[config.mk]
export PLATFORM = sky130hd
export DESIGN_NAME = mem_port_arbiter
export DESIGN_NICKNAME = d
export VERILOG_FILES = /design/src/rtl/mem_port_arbiter.sv
export SDC_FILE = /design/constraint.sdc
export NUM_CORES = 1
export LEC_CHECK = 0
export ABC_CLOCK_PERIOD_IN_PS = 2350
export CAP_MARGIN = 40
export CORE_MARGIN = 4
export CORE_UTILIZATION = 43
export CTS_BUF_LIST = sky130_fd_sc_hd__clkbuf_4 sky130_fd_sc_hd__clkbuf_8
export DETAILED_ROUTE_END_ITERATION = 7
export GPL_TIMING_DRIVEN = 0
export PLACE_DENSITY = 0.89
export SLEW_MARGIN = 20
export SYNTH_ARGS = -nofsm -noshare
export SYNTH_HDL_FRONTEND = slang
export SYNTH_SLANG_ARGS = --single-unit
[constraint.sdc]
create_clock -name clk -period 2.35 [get_ports clk]
set_input_delay 0.3525 -clock clk [delete_from_list [all_inputs] [get_ports clk]]
set_output_delay 0.3525 -clock clk [all_outputs]
set_load 0.01 [all_outputs]
[src/rtl/mem_port_arbiter.sv]
// mem_port_arbiter
// Shares one single-port RAM between the fetch stage (IF) and the memory stage
// (M). Each access is granted from IDLE and then sequenced with a fixed read
// latency. Read data comes back with a one-cycle valid pulse.
//
// Ports:
//   clk, rst_n          clock, asynchronous active-low reset
//   ifReq/ifAddr        fetch request (held until ifValid) and address
//   ifData/ifValid      registered fetch data and its one-cycle valid pulse
//   mReq/mWe/mAddr/mWData  data request (held until mValid), store flag, address, store data
//   mRData/mValid       registered load data and its one-cycle completion pulse
//   ramEn/ramWe/ramAddr/ramWData  registered RAM command, one ramEn cycle per access
//   ramRData            RAM read data, valid MEM_LAT cycles after the ramEn cycle
//   stallF/stallM       combinational stall requests for the hazard unit
module mem_port_arbiter #(
    parameter int ADDR_W     = 32,
    parameter int DATA_W     = 32,
    parameter int MEM_LAT    = 2,
    parameter int STARVE_MAX = 3
) (
    input  logic              clk,
    input  logic              rst_n,
    input  logic              ifReq,
    input  logic [ADDR_W-1:0] ifAddr,
    output logic [DATA_W-1:0] ifData,
    output logic              ifValid,
    input  logic              mReq,
    input  logic              mWe,
    input  logic [ADDR_W-1:0] mAddr,
    input  logic [DATA_W-1:0] mWData,
    output logic [DATA_W-1:0] mRData,
    output logic              mValid,
    output logic              ramEn,
    output logic              ramWe,
    output logic [ADDR_W-1:0] ramAddr,
    output logic [DATA_W-1:0] ramWData,
    input  logic [DATA_W-1:0] ramRData,
    output logic              stallF,
    output logic              stallM
);

    localparam int SW = (STARVE_MAX > 0) ? $clog2(STARVE_MAX + 1) : 1;
    localparam logic [SW-1:0] STARVE_LIM = SW'(STARVE_MAX);
    localparam logic [2:0]    LAT_LIM    = 3'(MEM_LAT);

    typedef enum logic [1:0] {IDLE, RD_IF, RD_M, WR_M} state_t;

    state_t        state, state_nxt;
    logic [2:0]    lat_cnt;
    logic [SW-1:0] starve_cnt;
    logic          blocked;
    logic          grant_m;
    logic          grant_if;
    logic          rd_state;
    logic          rd_done;

    // A valid pulse marks the cycle in which the requester is still holding its
    // old request; granting then would start a duplicate access.
    assign blocked  = ifValid | mValid;
    assign grant_m  = (state == IDLE) && !blocked && mReq &&
                      !(ifReq && (starve_cnt == STARVE_LIM));
    assign grant_if = (state == IDLE) && !blocked && !grant_m && ifReq;
    assign rd_state = (state == RD_IF) || (state == RD_M);
    assign rd_done  = rd_state && (lat_cnt == LAT_LIM);

    assign stallF = ifReq & ~ifValid;
    assign stallM = mReq & ~mValid;

    always_ff @(posedge clk or negedge rst_n) begin
        if (!rst_n) state <= IDLE;
        else        state <= state_nxt;
    end

    always_comb begin
        state_nxt = state;
        case (state)
            IDLE: begin
                if (grant_m)       state_nxt = mWe ? WR_M : RD_M;
                else if (grant_if) state_nxt = RD_IF;
            end
            RD_IF, RD_M: if (rd_done) state_nxt = IDLE;
            WR_M:        state_nxt = IDLE;
            default:     state_nxt = IDLE;
        endcase
    end

    // RAM command register: one ramEn cycle per grant, the cycle after the grant.
    always_ff @(posedge clk or negedge rst_n) begin
        if (!rst_n) begin
            ramEn    <= 1'b0;
            ramWe    <= 1'b0;
            ramAddr  <= '0;
            ramWData <= '0;
        end else begin
            ramEn <= grant_m | grant_if;
            ramWe <= grant_m & mWe;
            if (grant_m)          ramAddr  <= mAddr;
            else if (grant_if)    ramAddr  <= ifAddr;
            if (grant_m && mWe)   ramWData <= mWData;
        end
    end

    // Latency counter is 0 in the ramEn cycle and reaches MEM_LAT in the cycle
    // the RAM presents read data.
    always_ff @(posedge clk or negedge rst_n) begin
        if (!rst_n)                  lat_cnt <= '0;
        else if (rd_state && !rd_done) lat_cnt <= lat_cnt + 3'd1;
        else                         lat_cnt <= '0;
    end

    // Capture and valid pulse share the same edge; data holds until next capture.
    always_ff @(posedge clk or negedge rst_n) begin
        if (!rst_n) begin
            ifData  <= '0;
            mRData  <= '0;
            ifValid <= 1'b0;
            mValid  <= 1'b0;
        end else begin
            ifValid <= rd_done && (state == RD_IF);
            mValid  <= (rd_done && (state == RD_M)) || (state == WR_M);
            if (rd_done && (state == RD_IF)) ifData <= ramRData;
            if (rd_done && (state == RD_M))  mRData <= ramRData;
        end
    end

    // Counts M grants that overtook a pending fetch; saturates at the limit.
    always_ff @(posedge clk or negedge rst_n) begin
        if (!rst_n) begin
            starve_cnt <= '0;
        end else if (grant_if) begin
            starve_cnt <= '0;
        end else if (grant_m) begin
            if (!ifReq)                         starve_cnt <= '0;
            else if (starve_cnt != STARVE_LIM) starve_cnt <= starve_cnt + 1'b1;
        end
    end

endmodule

Word level (Yosys, flattened, before mapping)
Index checks and enable logic that the tools add are counted.
Word-level totals
  register bits: 139
  bits in latches: 0
  memory bits (writable): 0
  ROM bits: 0
  bits of input ports: 133
  output and inout port bits: 134
  logic and storage cells: 63
  memories: 0
Cells by class
  $add $sub $neg: 2
  multipliers: 0
  div/mod/pow operators: 0
  magnitude comparators: 0
  equal/unequal tests: 9
  shift-type cells: 0
  muxes and demuxes: 12
  bitwise logic cells: 7
  reductions and logical operators: 22
Operators by type and width (number)
  $mux W32: 2
  $mux W2: 7
  $logic_and A1 B1 Y1: 11
  $eq A2 B2 Y1 const B: 3
  $pmux W2 S3: 1
  $logic_not A1 Y1: 4
  $ne A2 B2 Y1 const B: 2
  $reduce_and A2 Y1: 2
  $add A3 B1 Y3 const B: 1
  $and A1 B1 Y1: 3
  $eq A3 B2 Y1 const B: 1
  $mux W3: 1
  $ne A3 B1 Y1 const B: 1
  $ne A3 B3 Y1 const B: 1
  $add A2 B1 Y2 const B: 1
  $eq A2 B1 Y1 const B: 1
  $logic_not A2 Y1: 1
  $logic_or A1 B1 Y1: 2
  $not A1 Y1: 2
  $or A1 B1 Y1: 2
  $reduce_bool A2 Y1: 1
  $reduce_or A2 Y1: 1
  $mux W1: 1

Logic depth before layout (Yosys ltp)
  depth in word-level cells: 11
  mapped depth: 8
  depth with buffers taken out: 6

Least setup slack after synthesis
Ideal clock, no wire load.
  path kind: reg2reg
  start point: reg state[0]
  end point: reg ifData[10]
  library setup time: 0.125 ns
  arrival: 1.574 ns
  data required time: 2.225 ns
  slack: 0.651 ns
  cell stages (with the launch flop): 7
  buffers on the path: 1
  period minus slack after synthesis: 1.699 ns
  path through: dfrtp_1 > inv_1 > ha_1 > nor3b_1 > nand2_1 > buf_2 > mux2_2
On the way
  longest elaborated chain between the ends: 4
  elaborated cells between the ends (all ways): 5
  classes of those cells: 2 x eq/ne; 3 x reduce/logical
RTL lines
  start: declaration: RTL line 48  | state_t state, state_nxt;
  start signal: assignment: RTL line 71  | else state <= state_nxt;
  $eq A2 B1 Y1 / $eq A2 B2 Y1 (equally long branches): RTL line 63, 121
  $logic_or A1 B1 Y1: RTL line 63  | assign rd_state = (state == RD_IF) || (state == RD_M);
  $logic_and A1 B1 Y1: RTL line 64  | assign rd_done = rd_state && (lat_cnt == LAT_LIM);
  $logic_and A1 B1 Y1 *: RTL line 121  | if (rd_done && (state == RD_IF)) ifData <= ramRData;
  end signal: assignment: RTL line 121
  end: declaration: RTL line 25  | output logic [DATA_W-1:0] ifData,
Every way passes the cells marked *; elsewhere a longest branch is shown, timed or not.
A chain may end at the register's enable or synchronous reset.

Final worst setup path
  start point: reg state[1]
  end point: reg ramAddr[26]
On the way
  longest elaborated chain between the ends: 8
  elaborated cells between the ends (all ways): 9
  classes of those cells: 1 x mux; 8 x reduce/logical
RTL lines
  $logic_not A2 Y1 *: RTL line 60, 62
  $logic_and A1 B1 Y1 *: RTL line 60, 62
  $logic_and A1 B1 Y1 (2 in a row): RTL line 60  | assign grant_m = (state == IDLE) && !blocked && mReq &&
  $logic_not A1 Y1: RTL line 62  | assign grant_if = (state == IDLE) && !blocked && !grant_m && ifReq;
  $logic_and A1 B1 Y1 (2 in a row): RTL line 62
  $reduce_bool A2 Y1 (no source line)
  end signal: assignment: RTL line 97  | if (grant_m) ramAddr <= mAddr;
  end signal: assignment: RTL line 98  | else if (grant_if) ramAddr <= ifAddr;
  end: declaration: RTL line 35  | output logic [ADDR_W-1:0] ramAddr,
Marks and branches as above.

==> key figures <==
Global route
  – Remaining global-route overflow: 0
  – Total GRT Usage: 19.84%
  – Vias in the first global route: between 4000 and 5000
  – Pin count of the biggest net entering global routing: 74
  – First-pass GRT wire length: around 23 mm
  – Antenna violations before repair: 0

Yosys
  – Synth top area share: 60.69%
  – Ys async rst share: 100.0%
  – Syn nets: 536
  – YS warnings: 0
  – Avg Cell Area, Syn: around 15 um^2
  – Post-Syn Instances: 395
  – Most used DFF post-synth: dfrtp_1
  – Post-synth cell types: 25
  – Register area share after synthesis: 60.69%
  – Post-synth EDFFs: 0
  – Cell taking the most area after synthesis: dfrtp_1
  – Synth Register Bits: 139
  – Post-synthesis instance area: 5732 um^2
  – Area contributors post-synth: dfrtp_1, mux2_2, mux2_4

Die
  – Die Wd: 123.5 um
  – Top-Level Pins: 267
  – Die Span Y: 123.5 um
  – Core area: about 13000 um^2
  – Site Rows: 41
  – Die ar.: between 15000 and 20000 um^2
  – Initial core utilization: 44.69%

STA
  – Final setup violation count: 0
  – Slew HR: between 60% and 70%
  – Final Hold Violating Endpoints: 0
  – Worst setup margin: 0.3335 ns
  – Hold slack: 0.4582 ns
  – Worst-Margin Slew: 0.5080 ns
  – Min Tclk post-route: 2.016 ns
  – RSZ-0062 raised after global routing: false
  – Max Slew Vio Count: 0
  – Crit share post-route: 85.81%
  – Clk_skew: 0.01378 ns
  – Peak Freq: 0.4959 GHz

Power
  – Static Leak: between 4 and 5 nW
  – VDD IR max: 0.7547 mV
  – Cell Pwr Density: 1287 nW/um^2

Clock network
  – CTS root buf: clkbuf_8
  – Clk slew on worst S/H paths: 0.07 ns
  – Hold_buf cts: 1
  – Post-CTS resize count: 0
  – Worst skew pair latency: 0.43 ns
  – CTS Buf Count: 17
  – CTS tree: built
  – Post-CTS setup buffer count: 0
  – Total clock sinks: 139
  – H-Tree Depth: 4
  – Clock Path Buffers: 2

Final layout
  – Fill cell count: 891
  – Area occupied by multi-input gates: 2083 um^2
  – Layout cells sized above 1: 21.58%
  – Seq. cell area: 3478 um^2
  – Area Growth Syn to Fin: 58.20%
  – Fin nets: 823
  – N_diodes: 0

Worst setup path
  – CP startpoint kind: flop
  – WS Path Type: reg -> reg
  – Required time of the critical path: around 2.6 ns
  – Critical path capture point type: flop
  – CP arrival: 2.30 ns
  – Crit-path max FO: 10

Placement
  – Post-DP HPWL: 12.02 mm
  – DP Worst Slack: 0.2551 ns
  – IO Port Bufs: 266
  – GP Congestion: just over 0.7

Route
  – First-pass DRT Iterations: 4
  – Initial DRC count: 139
  – Vias per cell: 4.848
  – Via count: 4203
  – DRC: 0
  – Total wire length: 15.18 mm
  – Wire per inst: 17.51 um
  – Final ANT Viol Nets: 0

Run status
  – Status: complete, no violations

Min path
  – Worst min-delay path class: in -> async

Flow run
  – Max_cap viols: 0
## registers in the layout, summed over array words and instances (netlist names)
| signal | cells |
|---|---|
| mRData | 32 |
| mValid | 1 |
| ifData | 32 |
| ramAddr | 32 |
| ifValid | 1 |
| state | 2 |
| lat_cnt | 3 |
| ramWe | 1 |
| ramEn | 1 |
| ramWData | 32 |
| starve_cnt | 2 |
## cell type report
cell class,instances,share of cell area (%)
sequential,139,38.36
timing repair buffer,268,29.83
multi-input combinational,229,22.98
clock buffer,20,2.967
tap,172,2.373
clock inverter,12,1.614
buffer,20,1.587
inverter,7,0.2898
## layout by cell type, fill, tap and decap left out, drive strengths merged, types with 2 or more instances in the layout
cell           count
inv                7
ha                 8
clkdlybuf4s50    265
nor2               5
mux2i             34
clkinv             9
nor2b              2
nand3              2
bufinv             3
nand2             38
clkbuf            23
mux2              97
dfrtp            139
nor3b              2
buf               19
o21ai             35
## critical path: stages (launching register included)
cell and delay (ns):
dfrtp_1 0.40, inv_1 0.13, ha_1 0.21, nor3b_4 0.30, o21ai_0 0.27, buf_2 0.26, buf_6 0.16, nand2_1 0.06
o21ai_0 0.09
## Yosys cell counts, types with 2 or more instances
cell type / count
nor2_1: 5
o21ai_0: 32
nor2b_1: 2
buf_2: 7
buf_6: 6
ha_1: 8
o21ai_1: 3
mux2_4: 29
mux2_2: 68
inv_1: 7
mux2i_1: 34
dfrtp_1: 139
nand2_1: 38
clkbuf_1: 3
buf_4: 4
## power by group
group / total [W] / internal (W) / leakage, nW / switching (W)
logic: 0.00546 / 0.00332 / 2.17 / 0.00214
clock network: 0.00197 / 0.00111 / 0.219 / 0.000861
registers: 0.00424 / 0.00358 / 1.66 / 0.000655
## kinds of logic after synthesis
| family | count (synthesis) | synth area share, % |
|---|---|---|
| flip-flops | 139 | 60.69 |
| multiplexers | 131 | 26.89 |
| AND/OR/NAND/NOR | 51 | 4.082 |
| AO/OA/AOI/OAI | 38 | 3.471 |
| buffers and inverters | 27 | 2.969 |
| adder cells (fa/ha/maj) | 8 | 1.746 |
| XOR/XNOR | 1 | 0.1528 |
## per-stage QoR
| stage | area (um^2) | instances | utilization (%) | TNS (ns) | power [W] |
|---|---|---|---|---|---|
| global route | 9067 | 867 | 70.70 | 0 | 0.01240 |
| detailed placement | 8642 | 834 | 67.39 | 0 | 0.009798 |
| finish | 9067 | 867 | 70.70 | 0 | 0.01167 |
| CTS | 9067 | 867 | 70.70 | 0 | 0.01183 |
| global placement | 8610 | 833 | 67.13 | -579.75 | 0.009532 |
| floorplan | 5732 | 395 | - | 0 | 0.006576 |
## path summary, 6_finish.rpt
check | startpoint | to | slack, ns | cells after the start
setup / recovery | state[1]$_DFFE_PN0P_ | ramAddr[26]$_DFFE_PN0P_ | 0.33 | 8
hold / removal | rst_n | mRData[2]$_DFFE_PN0P_ | 0.46 | 2
hold reg to reg | lat_cnt[0]$_DFF_PN0_ | lat_cnt[0]$_DFF_PN0_ | 0.47 | 1
setup reg to reg | state[1]$_DFFE_PN0P_ | ramAddr[26]$_DFFE_PN0P_ | 0.33 | 8
min in group clk | lat_cnt[0]$_DFF_PN0_ | lat_cnt[0]$_DFF_PN0_ | 0.47 | 1
max in group asynchronous | rst_n | mRData[12]$_DFFE_PN0P_ | 1.19 | 3
## layer usage
metal | GRT usage (%) | vias to the layer above | share of wire [%]
li1 | - | 1945 | -
met1 | 20.55 | 2084 | 35
met2 | 36.80 | 156 | 54
met3 | 7.228 | 18 | 8.8
met4 | 6.713 | 0 | 1.6
met5 | 0 | - | 0
Note: power is estimated with default switching activity, not from simulation.
